**src/rtl/mem_arbiter.sv**
```systemverilog
// mem_arbiter: round-robin arbiter of per-core I/D requests onto one RAM port (MEM_ARBITER_PERF_EN adds grant/stall counters)
module mem_arbiter #(
  parameter int NCPUS = 2,
  parameter int AW    = 32
) (
  input  logic                CLK,
  input  logic                RST,
  input  logic [NCPUS-1:0]    iREN,
  input  logic [NCPUS*AW-1:0] iaddr,
  output logic [NCPUS-1:0]    iwait,
  output logic [NCPUS*AW-1:0] iload,
  input  logic [NCPUS-1:0]    dREN,
  input  logic [NCPUS-1:0]    dWEN,
  input  logic [NCPUS*AW-1:0] daddr,
  input  logic [NCPUS*AW-1:0] dstore,
  output logic [NCPUS-1:0]    dwait,
  output logic [NCPUS*AW-1:0] dload,
  output logic                ramREN,
  output logic                ramWEN,
  output logic [AW-1:0]       ramaddr,
  output logic [AW-1:0]       ramstore,
  input  logic [AW-1:0]       ramload,
  input  logic [1:0]          ramstate
`ifdef MEM_ARBITER_PERF_EN
  ,
  output logic [NCPUS*32-1:0] grant_cnt,
  output logic [NCPUS*32-1:0] stall_cnt
`endif
);
  localparam int GW = NCPUS > 1 ? $clog2(NCPUS) : 1;
  typedef enum logic {IDLE, ACCESS} state_t;
  state_t state_q, state_d;
  logic [GW-1:0] rr_ptr_q, rr_ptr_d, gcore_q, gcore_d, win, idx;
  logic gtype_q, gtype_d, found;
  logic [NCPUS-1:0] req_d, req, done;
  logic [AW-1:0] iaddr_a [NCPUS];
  logic [AW-1:0] daddr_a [NCPUS];
  logic [AW-1:0] dstore_a [NCPUS];
  logic [AW-1:0] iload_a [NCPUS];
  logic [AW-1:0] dload_a [NCPUS];
  assign req_d = dREN | dWEN;
  assign req   = req_d | iREN;
  assign iwait = ~(done & {NCPUS{~gtype_q}});
  assign dwait = ~(done & {NCPUS{gtype_q}});
  genvar c;
  for (c = 0; c < NCPUS; c++) begin : g_port
    assign iaddr_a[c]          = iaddr[c*AW +: AW];
    assign daddr_a[c]          = daddr[c*AW +: AW];
    assign dstore_a[c]         = dstore[c*AW +: AW];
    assign iload[c*AW +: AW]   = iload_a[c];
    assign dload[c*AW +: AW]   = dload_a[c];
  end
  // scan from rr_ptr downward in priority so the first requester in ring order wins
  always_comb begin
    win   = rr_ptr_q;
    found = 1'b0;
    idx   = '0;
    for (int k = NCPUS - 1; k >= 0; k--) begin
      idx = GW'((int'(rr_ptr_q) + k) % NCPUS);
      if (req[idx]) begin
        win   = idx;
        found = 1'b1;
      end
    end
  end
  // next state and RAM/port drive; RAM side is quiet whenever RST is high
  always_comb begin
    state_d  = state_q;
    rr_ptr_d = rr_ptr_q;
    gcore_d  = gcore_q;
    gtype_d  = gtype_q;
    done     = '0;
    for (int k = 0; k < NCPUS; k++) begin
      iload_a[k] = '0;
      dload_a[k] = '0;
    end
    ramWEN   = 1'b0;
    ramREN   = 1'b0;
    ramaddr  = '0;
    ramstore = '0;
    if (state_q == IDLE) begin
      state_d = found ? ACCESS : IDLE;
      gcore_d = found ? win : gcore_q;
      gtype_d = found ? req_d[win] : gtype_q;
    end else if (!RST) begin
      ramWEN   = gtype_q & dWEN[gcore_q];
      ramREN   = ~ramWEN;
      ramaddr  = gtype_q ? daddr_a[gcore_q] : iaddr_a[gcore_q];
      ramstore = ramWEN ? dstore_a[gcore_q] : '0;
      if (ramstate == 2'd2) begin
        done[gcore_q]    = 1'b1;
        iload_a[gcore_q] = gtype_q ? '0 : ramload;
        dload_a[gcore_q] = gtype_q ? ramload : '0;
        rr_ptr_d         = GW'((int'(gcore_q) + 1) % NCPUS);
        state_d          = IDLE;
      end
    end
  end
  // state, round-robin pointer and grant registers
  always_ff @(posedge CLK) begin
    if (RST) begin
      state_q  <= IDLE;
      rr_ptr_q <= '0;
      gcore_q  <= '0;
      gtype_q  <= 1'b0;
    end else begin
      state_q  <= state_d;
      rr_ptr_q <= rr_ptr_d;
      gcore_q  <= gcore_d;
      gtype_q  <= gtype_d;
    end
  end
`ifdef MEM_ARBITER_PERF_EN
  logic [31:0] gcnt_q [NCPUS];
  logic [31:0] gcnt_d [NCPUS];
  logic [31:0] scnt_q [NCPUS];
  logic [31:0] scnt_d [NCPUS];
  // completions per core, and cycles a core is requesting without completing
  always_comb begin
    for (int k = 0; k < NCPUS; k++) begin
      gcnt_d[k] = gcnt_q[k] + 32'(done[k]);
      scnt_d[k] = scnt_q[k] + 32'(req[k] & ~done[k]);
    end
  end
  // counters clear and hold at zero while RST is high
  always_ff @(posedge CLK) begin
    for (int k = 0; k < NCPUS; k++) begin
      gcnt_q[k] <= RST ? '0 : gcnt_d[k];
      scnt_q[k] <= RST ? '0 : scnt_d[k];
    end
  end
  for (c = 0; c < NCPUS; c++) begin : g_perf
    assign grant_cnt[c*32 +: 32] = gcnt_q[c];
    assign stall_cnt[c*32 +: 32] = scnt_q[c];
  end
`endif
endmodule

```
**config.mk**
```make
export PLATFORM = sky130hd
export DESIGN_NAME = mem_arbiter
export DESIGN_NICKNAME = d
export VERILOG_FILES = /design/src/rtl/mem_arbiter.sv
export SDC_FILE = /design/constraint.sdc
export NUM_CORES = 1
export LEC_CHECK = 0
export ABC_AREA = 0
export CAP_MARGIN = 25
export CORE_AREA = 2 2 167 169
export DETAILED_ROUTE_END_ITERATION = 12
export DIE_AREA = 0 0 169 171
export GPL_ROUTABILITY_DRIVEN = 0
export GPL_TIMING_DRIVEN = 0
export PLACE_DENSITY_LB_ADDON = 0.12
export SYNTH_ARGS = -nofsm -noshare
export SYNTH_HDL_FRONTEND = slang
export SYNTH_SLANG_ARGS = --single-unit
```
**constraint.sdc**
```tcl
create_clock -name CLK -period 3.6 [get_ports CLK]
set_input_delay 1.08 -clock CLK [delete_from_list [all_inputs] [get_ports CLK]]
set_output_delay 1.08 -clock CLK [all_outputs]
set_load 0.05 [all_outputs]
```
Yosys cells after proc, flatten, opt, wreduce, memory -nomap -nowiden
Cells that the tools add are included.
{ "totals": {"ff_bits": 4, "elab_cells": 80} }
{ "op_classes": {"addsub": 2, "order_cmp": 7, "eq_ne": 1, "n_mux": 49, "n_bitwise": 13, "reduce_logical": 4} }
{ "ops": {"columns": ["cell", "count"], "rows": [
  ["$mux W32", 18],
  ["$mux W64", 6],
  ["$and A64 B64 Y64", 2],
  ["$demux W32 S1", 1],
  ["$mux W1", 20],
  ["$lt A1 B2 Y1 const B", 4],
  ["$mux W2", 3],
  ["$and A2 B2 Y2", 2],
  ["$not A2 Y2", 2],
  ["$or A2 B2 Y2", 2],
  ["$reduce_and A2 Y1", 2],
  ["$not A1 Y1", 3],
  ["$add A1 B1 Y1 const B", 2],
  ["$eq A2 B2 Y1 const B", 1],
  ["$ge A2 B2 Y1 const B", 1],
  ["$logic_and A1 B1 Y1", 2],
  ["$lt A2 B1 Y1 const B", 1],
  ["$not A1 Y2", 1],
  ["$and A1 B1 Y1", 1],
  ["$demux W1 S1", 1],
  ["$ge A1 B1 Y1 const B", 1]
]} }

Longest topological paths before layout
Gate-level depths: netlist (run 1).
{ "logic_depth": {"depth_word": 9, "ltp_mapped": 7, "mapped_depth_nobuf": 4} }

Worst setup path after synthesis (run 1)
OpenSTA, ideal clock, no wires.
{ "synth_path": {"path_type": "in2out", "start": "input RST", "end": "output ramstore[10]", "t_arrival_ns": 2.395, "required_ns": 2.520, "path_slack_ns": 0.125, "cell_stages": 5, "path_buffers": 2, "path_cell_list": "nand2b_1 -> nand2b_1 -> buf_2 -> buf_2 -> nor2_1"} }
{ "synth_via": {"elab_chain_cells": 2} }
{ "synth_lines": {"columns": ["item", "line_no", "source"], "rows": [
  ["from (decl)", "7", "input logic RST,"],
  ["$mux W32", "85", "end else if (!RST) begin"],
  ["$mux W32", "81", "if (state_q == IDLE) begin"],
  ["to (decl)", "21", "output logic [AW-1:0] ramstore,"]
]} }
No other way between the ends.

Final worst setup path (run 1)
{ "layout_path": {"start": "input iaddr[9]", "end": "output ramaddr[9]"} }
{ "layout_via": {"elab_chain_cells": 6} }
{ "layout_lines": {"columns": ["item", "line_no", "source"], "rows": [
  ["from (decl)", "9", "input logic [NCPUS*AW-1:0] iaddr,"],
  ["$mux W32 (not written as such) (3 in series)", "88", "ramaddr = gtype_q ? daddr_a[gcore_q] : iaddr_a[gcore_q];"],
  ["$mux W32", "88", null],
  ["$mux W32", "85", null],
  ["$mux W32", "81", null],
  ["to (decl)", "20", "output logic [AW-1:0] ramaddr,"]
]} }
No other way between the ends. The select of a mux whose other input is x is not followed.

==> results of run 1 <==
[registers in the layout (all words and copies together) (netlist names)]
register  cells
gcore_q       1
gtype_q       1
rr_ptr_q      1
state_q       1
[synth_stat cells, drive strengths merged]
library cell / instances
a31oi: 1
nor3: 4
dfxtp: 4
nand2b: 2
and3b: 1
and4bb: 1
mux4: 32
mux2i: 33
nor2b: 33
nand2: 2
o21ai: 3
nor2: 40
clkbuf: 13
nand3b: 1
nor4b: 1
and3: 1
inv: 6
and2: 128
buf: 18
nor4: 2
a21oi: 4
[placed cells by master (no fill, tap or decap), types with 2 or more instances in the layout]
cell / netlist / routed
dlygate4sd2_1: 0 / 5
buf_2: 13 / 17
clkbuf_8: 0 / 6
inv_1: 6 / 6
nor3_1: 4 / 4
clkbuf_4: 0 / 6
o21ai_0: 3 / 3
a21oi_1: 4 / 4
and2_1: 128 / 127
clkdlybuf4s15_2: 0 / 24
nor2_4: 0 / 2
buf_4: 3 / 118
buf_6: 2 / 41
clkdlybuf4s50_1: 0 / 228
mux4_2: 32 / 32
nor2b_1: 33 / 33
mux2i_1: 33 / 33
nor2_2: 1 / 15
clkbuf_2: 7 / 22
dfxtp_1: 4 / 4
clkbuf_16: 0 / 3
nor2_1: 39 / 23
[repair_timing]
item	4_1_cts	5_1_grt
setup buffers	4	1
pin swaps	3	1
endpoints found under the setup margin	198	151
cloned	2	0
resized for setup	1012	174
[through the flow]
stage	setup TNS, ns	worst slack, ns	hold WS, ns	cells	util
2_1_floorplan	0	0.1247	0.4941	330	-
6_report	0	0.01441	0.5420	1118	0.2688
4_1_cts	0	0.001533	0.5470	1116	0.2630
5_1_grt	-0.6547	-0.04180	0.6008	1117	0.2687
3_5_place_dp	-219.05	-1.276	0.5412	1107	0.2701
3_3_place_gp	-215.52	-1.245	0.5421	1107	0.2701
[power by group through the flow]
stage	combinational (µW)	clock, µW	sequential, µW
finish	656	170	51.0
floorplan	293	0	50.0
detailed placement	667	0	51.3
global route	697	177	51.5
global placement	667	0	51.3
CTS	658	174	51.2
[routing by layer]
metal	share of wire	up-vias	track usage	wire (µm)
met5	0	-	0	0
met3	0.095	0	0.03516	1759
met4	0	0	0.005574	0
li1	-	1996	-	-
met2	0.55	222	0.2409	10180
met1	0.36	1818	0.1242	6670
[cell type report]
class / count / area share
Multi-Input combinational cell: 289 / 0.3307
Sequential cell: 4 / 0.01090
Tap cell: 346 / 0.05895
Clock buffer: 3 / 0.01022
Buffer: 31 / 0.03408
Timing Repair Buffer: 438 / 0.5517
Antenna cell: 1 / 0.0003408
Inverter: 6 / 0.003067
[cell families (layout without fill, tap and decap cells)]
| logic type | count (synthesis) | in the layout | share of synthesized area |
|---|---|---|---|
| simple gates | 216 | 216 | 0.4827 |
| mux | 65 | 65 | 0.3991 |
| buf+inv | 37 | 478 | 0.07220 |
| compound gates | 8 | 8 | 0.01568 |
| flops | 4 | 4 | 0.03041 |
| other cells | 0 | 1 | 0 |
[worst max-delay path, stage by stage]
cell             delay [ns]
clkdlybuf4s50_1        0.45
mux4_2                 0.49
nor2b_1                0.15
clkdlybuf4s15_2        0.34
[worst max path at each step]
stage / cells past startpoint / start / endpoint
2_1_floorplan: 5 / RST / ramstore[10]
3_3_place_gp: 7 / RST / dload[14]
3_5_place_dp: 7 / RST / dload[14]
4_1_cts: 6 / ramstate[0] / iload[0]
5_1_grt: 6 / ramstate[0] / iload[38]
6_report: 4 / iaddr[9] / ramaddr[9]
==> results.yml, run 1 <==
clock_network:
  clk_pin_slew_ns: 0.03
  cts_num_sinks: 4
  htreeDepth: 1
  clockBufferDepth: 2
  clock_latency_ns: 0.22
  cts_hold_buf: 0
  cts_tree: "done"
  cts-root-buf: "clkbuf_16"
  cts_buffers: 3
placed_design:
  port_buffers: 431
  hpwl_um: 15960
  place_area_um2: 7381
hold_path:
  hp-start: "rr_ptr_q"
  whs_path_depth: 2
  holdPathEnd: "rr_ptr_q"
  hold_class: "reg -> reg"
global_route:
  antenna_found_initial: 0
  grt.total_usage: 0.1183
  grt_pass1_wl_um: 26250
  gr-total-overflow: 0
  grt_max_degree: 11
  grt_pass1_vias: 4162
power_and_ir_drop:
  power_switching_uw: 312.4
  power_leakage_uw: 0.003054
  worst_ir_drop_vdd_mv: 0.08225
  swShare: 0.3563
  pwr-share-clk: 0.194
  p_total_uw: 876.7
  pwr-share-comb: 0.748
  power.internal_uw: 564.3
  seqPwrFrac: 0.058
  p_per_area_nw_per_um2: 119.4
setup_path:
  worstSetupPathType: "in -> out"
  cp.required_ns: 2.52
  start_kind: "input pin"
  endpoint_kind: "output port"
  r2r_cells: 5
  reg2reg_slack_ns: 2.17
  cp_data_arrival_time_ns: 2.51
  r2r_end: "gcore_q"
  cp_max_fo: 1
  reg2reg_from: "gcore_q"
timing:
  fin_crit_sh: 0.9960
  max_freq_mhz: 278.9
  maxSlewViolCount: 0
  fin_crit_ns: 3.586
  finalClockSkew_ns: 0.00008375
  hold_viol_final: 0
  setup_violations: 0
  rsz0062_at_grt: "true"
  worst_pin_slew_ns: 0.5389
  slew_headroom: 0.6422
floorplanning:
  start_util: 0.09639
  fp-row-count: 61
  core_um2: 27320
  dieWidth_um: 169
  dieArea_um2: 28900
  pin_count: 432
  die_height_um: 171
route:
  vias: 4036
  dr.pass1.iters: 5
  ant_nets: 0
  drc: 0
  dr.first_iter.drc_count: 91
  wl_per_cell_um: 16.64
  wl_um: 18610
  viasPerCell: 3.610
finish:
  fin_nets: 1007
  multi_input_area_um2: 2429
  final.fill_count: 3021
  final_layout_size_suffix_gt1_frac: 0.3813
  area_delta_synth_final_pct: 178.8
  regArea_um2: 80.08
  design_area_um2: 7343
logic_synthesis:
  seq_area_frac_synth: 0.03040
  synth.area.top_cells: "and2_1 30%, mux4_2 27%, mux2i_1 13%, nor2b_1 7.8%, nor2_1 5.6%"
  ys_seq_elements: 4
  synthesis.area_um2: 2634
  syn_nets: 564
  ys_types: 26
  avgSynthCellArea_um2: 7.981
  synth_area_leader_cell: "and2_1"
  synth_top_area_share: 0.3040
  yosys_warnings: 0
  syn-instance-count: 330
job:
  drv_cap: 0
status:
  run_status: "finished clean"
Note: power is estimated with default switching activity, not from simulation.
==> inputs of run 2 (changes only) <==
--- a/config.mk
+++ b/config.mk
@@ -6,7 +6,7 @@
 export NUM_CORES = 1
 export LEC_CHECK = 0
 export ABC_AREA = 0
-export CAP_MARGIN = 25
+export CAP_MARGIN = 15
 export CORE_AREA = 2 2 167 169
 export DETAILED_ROUTE_END_ITERATION = 12
 export DIE_AREA = 0 0 169 171
==> results of run 2 <==
Same layout as run 1: the final DEF is identical, and so are final timing and power.
==> inputs of run 3 (changes only) <==
--- a/config.mk
+++ b/config.mk
@@ -12,7 +12,8 @@
 export DIE_AREA = 0 0 169 171
 export GPL_ROUTABILITY_DRIVEN = 0
 export GPL_TIMING_DRIVEN = 0
-export PLACE_DENSITY_LB_ADDON = 0.12
+export PLACE_DENSITY = 0.49
 export SYNTH_ARGS = -nofsm -noshare
 export SYNTH_HDL_FRONTEND = slang
 export SYNTH_SLANG_ARGS = --single-unit
+export TNS_END_PERCENT = 5
==> results.yml, run 3 (same netlist as run 1, synthesis figures left out) <==
status:
  run_status: "complete, but fails checks"
  violations: "negative setup slack"
power_and_ir_drop:
  p_per_area_nw_per_um2: 115.5
  power_leakage_uw: 0.003282
  pwr-share-comb: 0.750
  worst_ir_drop_vdd_mv: 0.07925
  seqPwrFrac: 0.057
  power.internal_uw: 572.4
  power_switching_uw: 314.3
  p_total_uw: 886.7
  pwr-share-clk: 0.193
  swShare: 0.3545
setup_path:
  crit_path_cell_trace: "clkdlybuf4s50_1 > mux4_2 > nor2b_1 > dlygate4sd2_1"
  critPathSlowestCell: "mux4_2"
  worstSetupPathType: "in -> out"
  start_kind: "input pin"
  cp_top_family: "buffers and inverters"
  endpoint_kind: "output port"
  cp_max_fo: 1
  cp_data_arrival_time_ns: 2.56
  cp.required_ns: 2.52
  max_stage_delay_ns: 0.46
  critPathBufInv: 2
placed_design:
  port_buffers: 431
  place_area_um2: 7381
  hpwl_um: 15140
floorplanning:
  core_um2: 27320
  fp-row-count: 61
  pin_count: 432
  die_height_um: 171
  dieArea_um2: 28900
  dieWidth_um: 169
  start_util: 0.09639
timing:
  slew_headroom: 0.6416
  max_freq_mhz: 274.7
  fin_tns_setup_ns: -0.2210
  rsz0062_at_grt: "true"
  fin_crit_sh: 1.011
  finalClockSkew_ns: 0.0006167
  worst_pin_slew_ns: 0.5398
  finalWorstSetupSlack_ns: -0.04089
  maxSlewViolCount: 0
  hold_viol_final: 0
  fin_crit_ns: 3.641
  setup_violations: 11
clock_network:
  cts_tree: "done"
  clock_latency_ns: 0.22
  clk_pin_slew_ns: 0.03
  htreeDepth: 1
  cts_buffers: 3
  clockBufferDepth: 2
  cts_num_sinks: 4
  cts-root-buf: "clkbuf_16"
  cts_hold_buf: 0
job:
  drv_cap: 0
global_route:
  grt.total_usage: 0.1140
  gr-total-overflow: 0
  grt_pass1_vias: 4159
  antenna_found_initial: 1
  grt_max_degree: 11
  grt_pass1_wl_um: 25160
finish:
  design_area_um2: 7680
  final.fill_count: 2988
  multi_input_area_um2: 2442
  fin_nets: 1011
  final_layout_size_suffix_gt1_frac: 0.3523
  regArea_um2: 80.08
  layout_common_cells: "228 x clkdlybuf4s50_1, 111 x and2_1, 86 x buf_4"
  area_delta_synth_final_pct: 191.6
  antennaDiodeCount: 0
  mostFrequentLayoutCell: "clkdlybuf4s50_1"
route:
  dr.pass1.iters: 4
  drc: 0
  ant_nets: 0
  viasPerCell: 3.650
  vias: 4092
  dr.first_iter.drc_count: 45
  wl_per_cell_um: 16.12
  wl_um: 18070
hold_path:
  hold_class: "reg -> reg"
## run 3: layer usage
metal | part of all wire | up-vias | GRT usage
met1 | 0.38 | 1864 | 0.1300
met5 | 0 | - | 0
met3 | 0.082 | 6 | 0.02545
li1 | - | 2002 | -
met4 | 0.0039 | 0 | 0.009290
met2 | 0.53 | 220 | 0.2238
## run 3: metrics by stage
| step | hold WS (ns) | utilization | std cells | worst slack [ns] |
|---|---|---|---|---|
| after floorplan | 0.4941 | - | 330 | 0.1247 |
| after global placement | 0.5368 | 0.2701 | 1107 | -1.302 |
| after detailed placement | 0.5348 | 0.2701 | 1107 | -1.333 |
| after CTS | 0.5415 | 0.2813 | 1121 | -0.06342 |
| after global routing | 0.5822 | 0.2811 | 1121 | -0.06755 |
| final | 0.5363 | 0.2811 | 1121 | -0.04089 |
## run 3: tightest hold or removal path: cells and delay by family (launching register included)
kind | cells | cell delay [ns]
flops | 1 | 0.32
simple gates | 1 | 0.04
compound gates | 1 | 0.12
## run 3: power by group through the flow
| stage | clock [µW] | combinational (µW) | sequential (µW) |
|---|---|---|---|
| after floorplan | 0 | 293 | 50.0 |
| final | 171 | 665 | 50.7 |
| after global placement | 0 | 665 | 50.8 |
| after global routing | 179 | 707 | 51.4 |
| after CTS | 176 | 675 | 50.7 |
| after detailed placement | 0 | 667 | 50.9 |
## run 3: worst paths after layout
| kind | from | to | slack (ns) | depth (start not counted) |
|---|---|---|---|---|
| min | rr_ptr_q | rr_ptr_q | 0.54 | 2 |
| min reg2reg | rr_ptr_q | rr_ptr_q | 0.54 | 2 |
| max reg2reg | gcore_q | gcore_q | 2.18 | 5 |
| max | daddr[1] | ramaddr[1] | -0.04 | 4 |
## run 3: cell type report
cell class / count / area share
Buffer: 31 / 0.04252
Clock buffer: 3 / 0.009775
Inverter: 6 / 0.002933
Multi-Input combinational cell: 289 / 0.3180
Sequential cell: 4 / 0.01043
Tap cell: 346 / 0.05637
Timing Repair Buffer: 442 / 0.5600
## run 3: repair_timing
item                                    in CTS  in global routing
buffers inserted                             6                  0
resized for setup                         1153                  4
gates cloned                                 5                  0
pin swaps                                    3                  1
endpoints found under the setup margin     198                 59
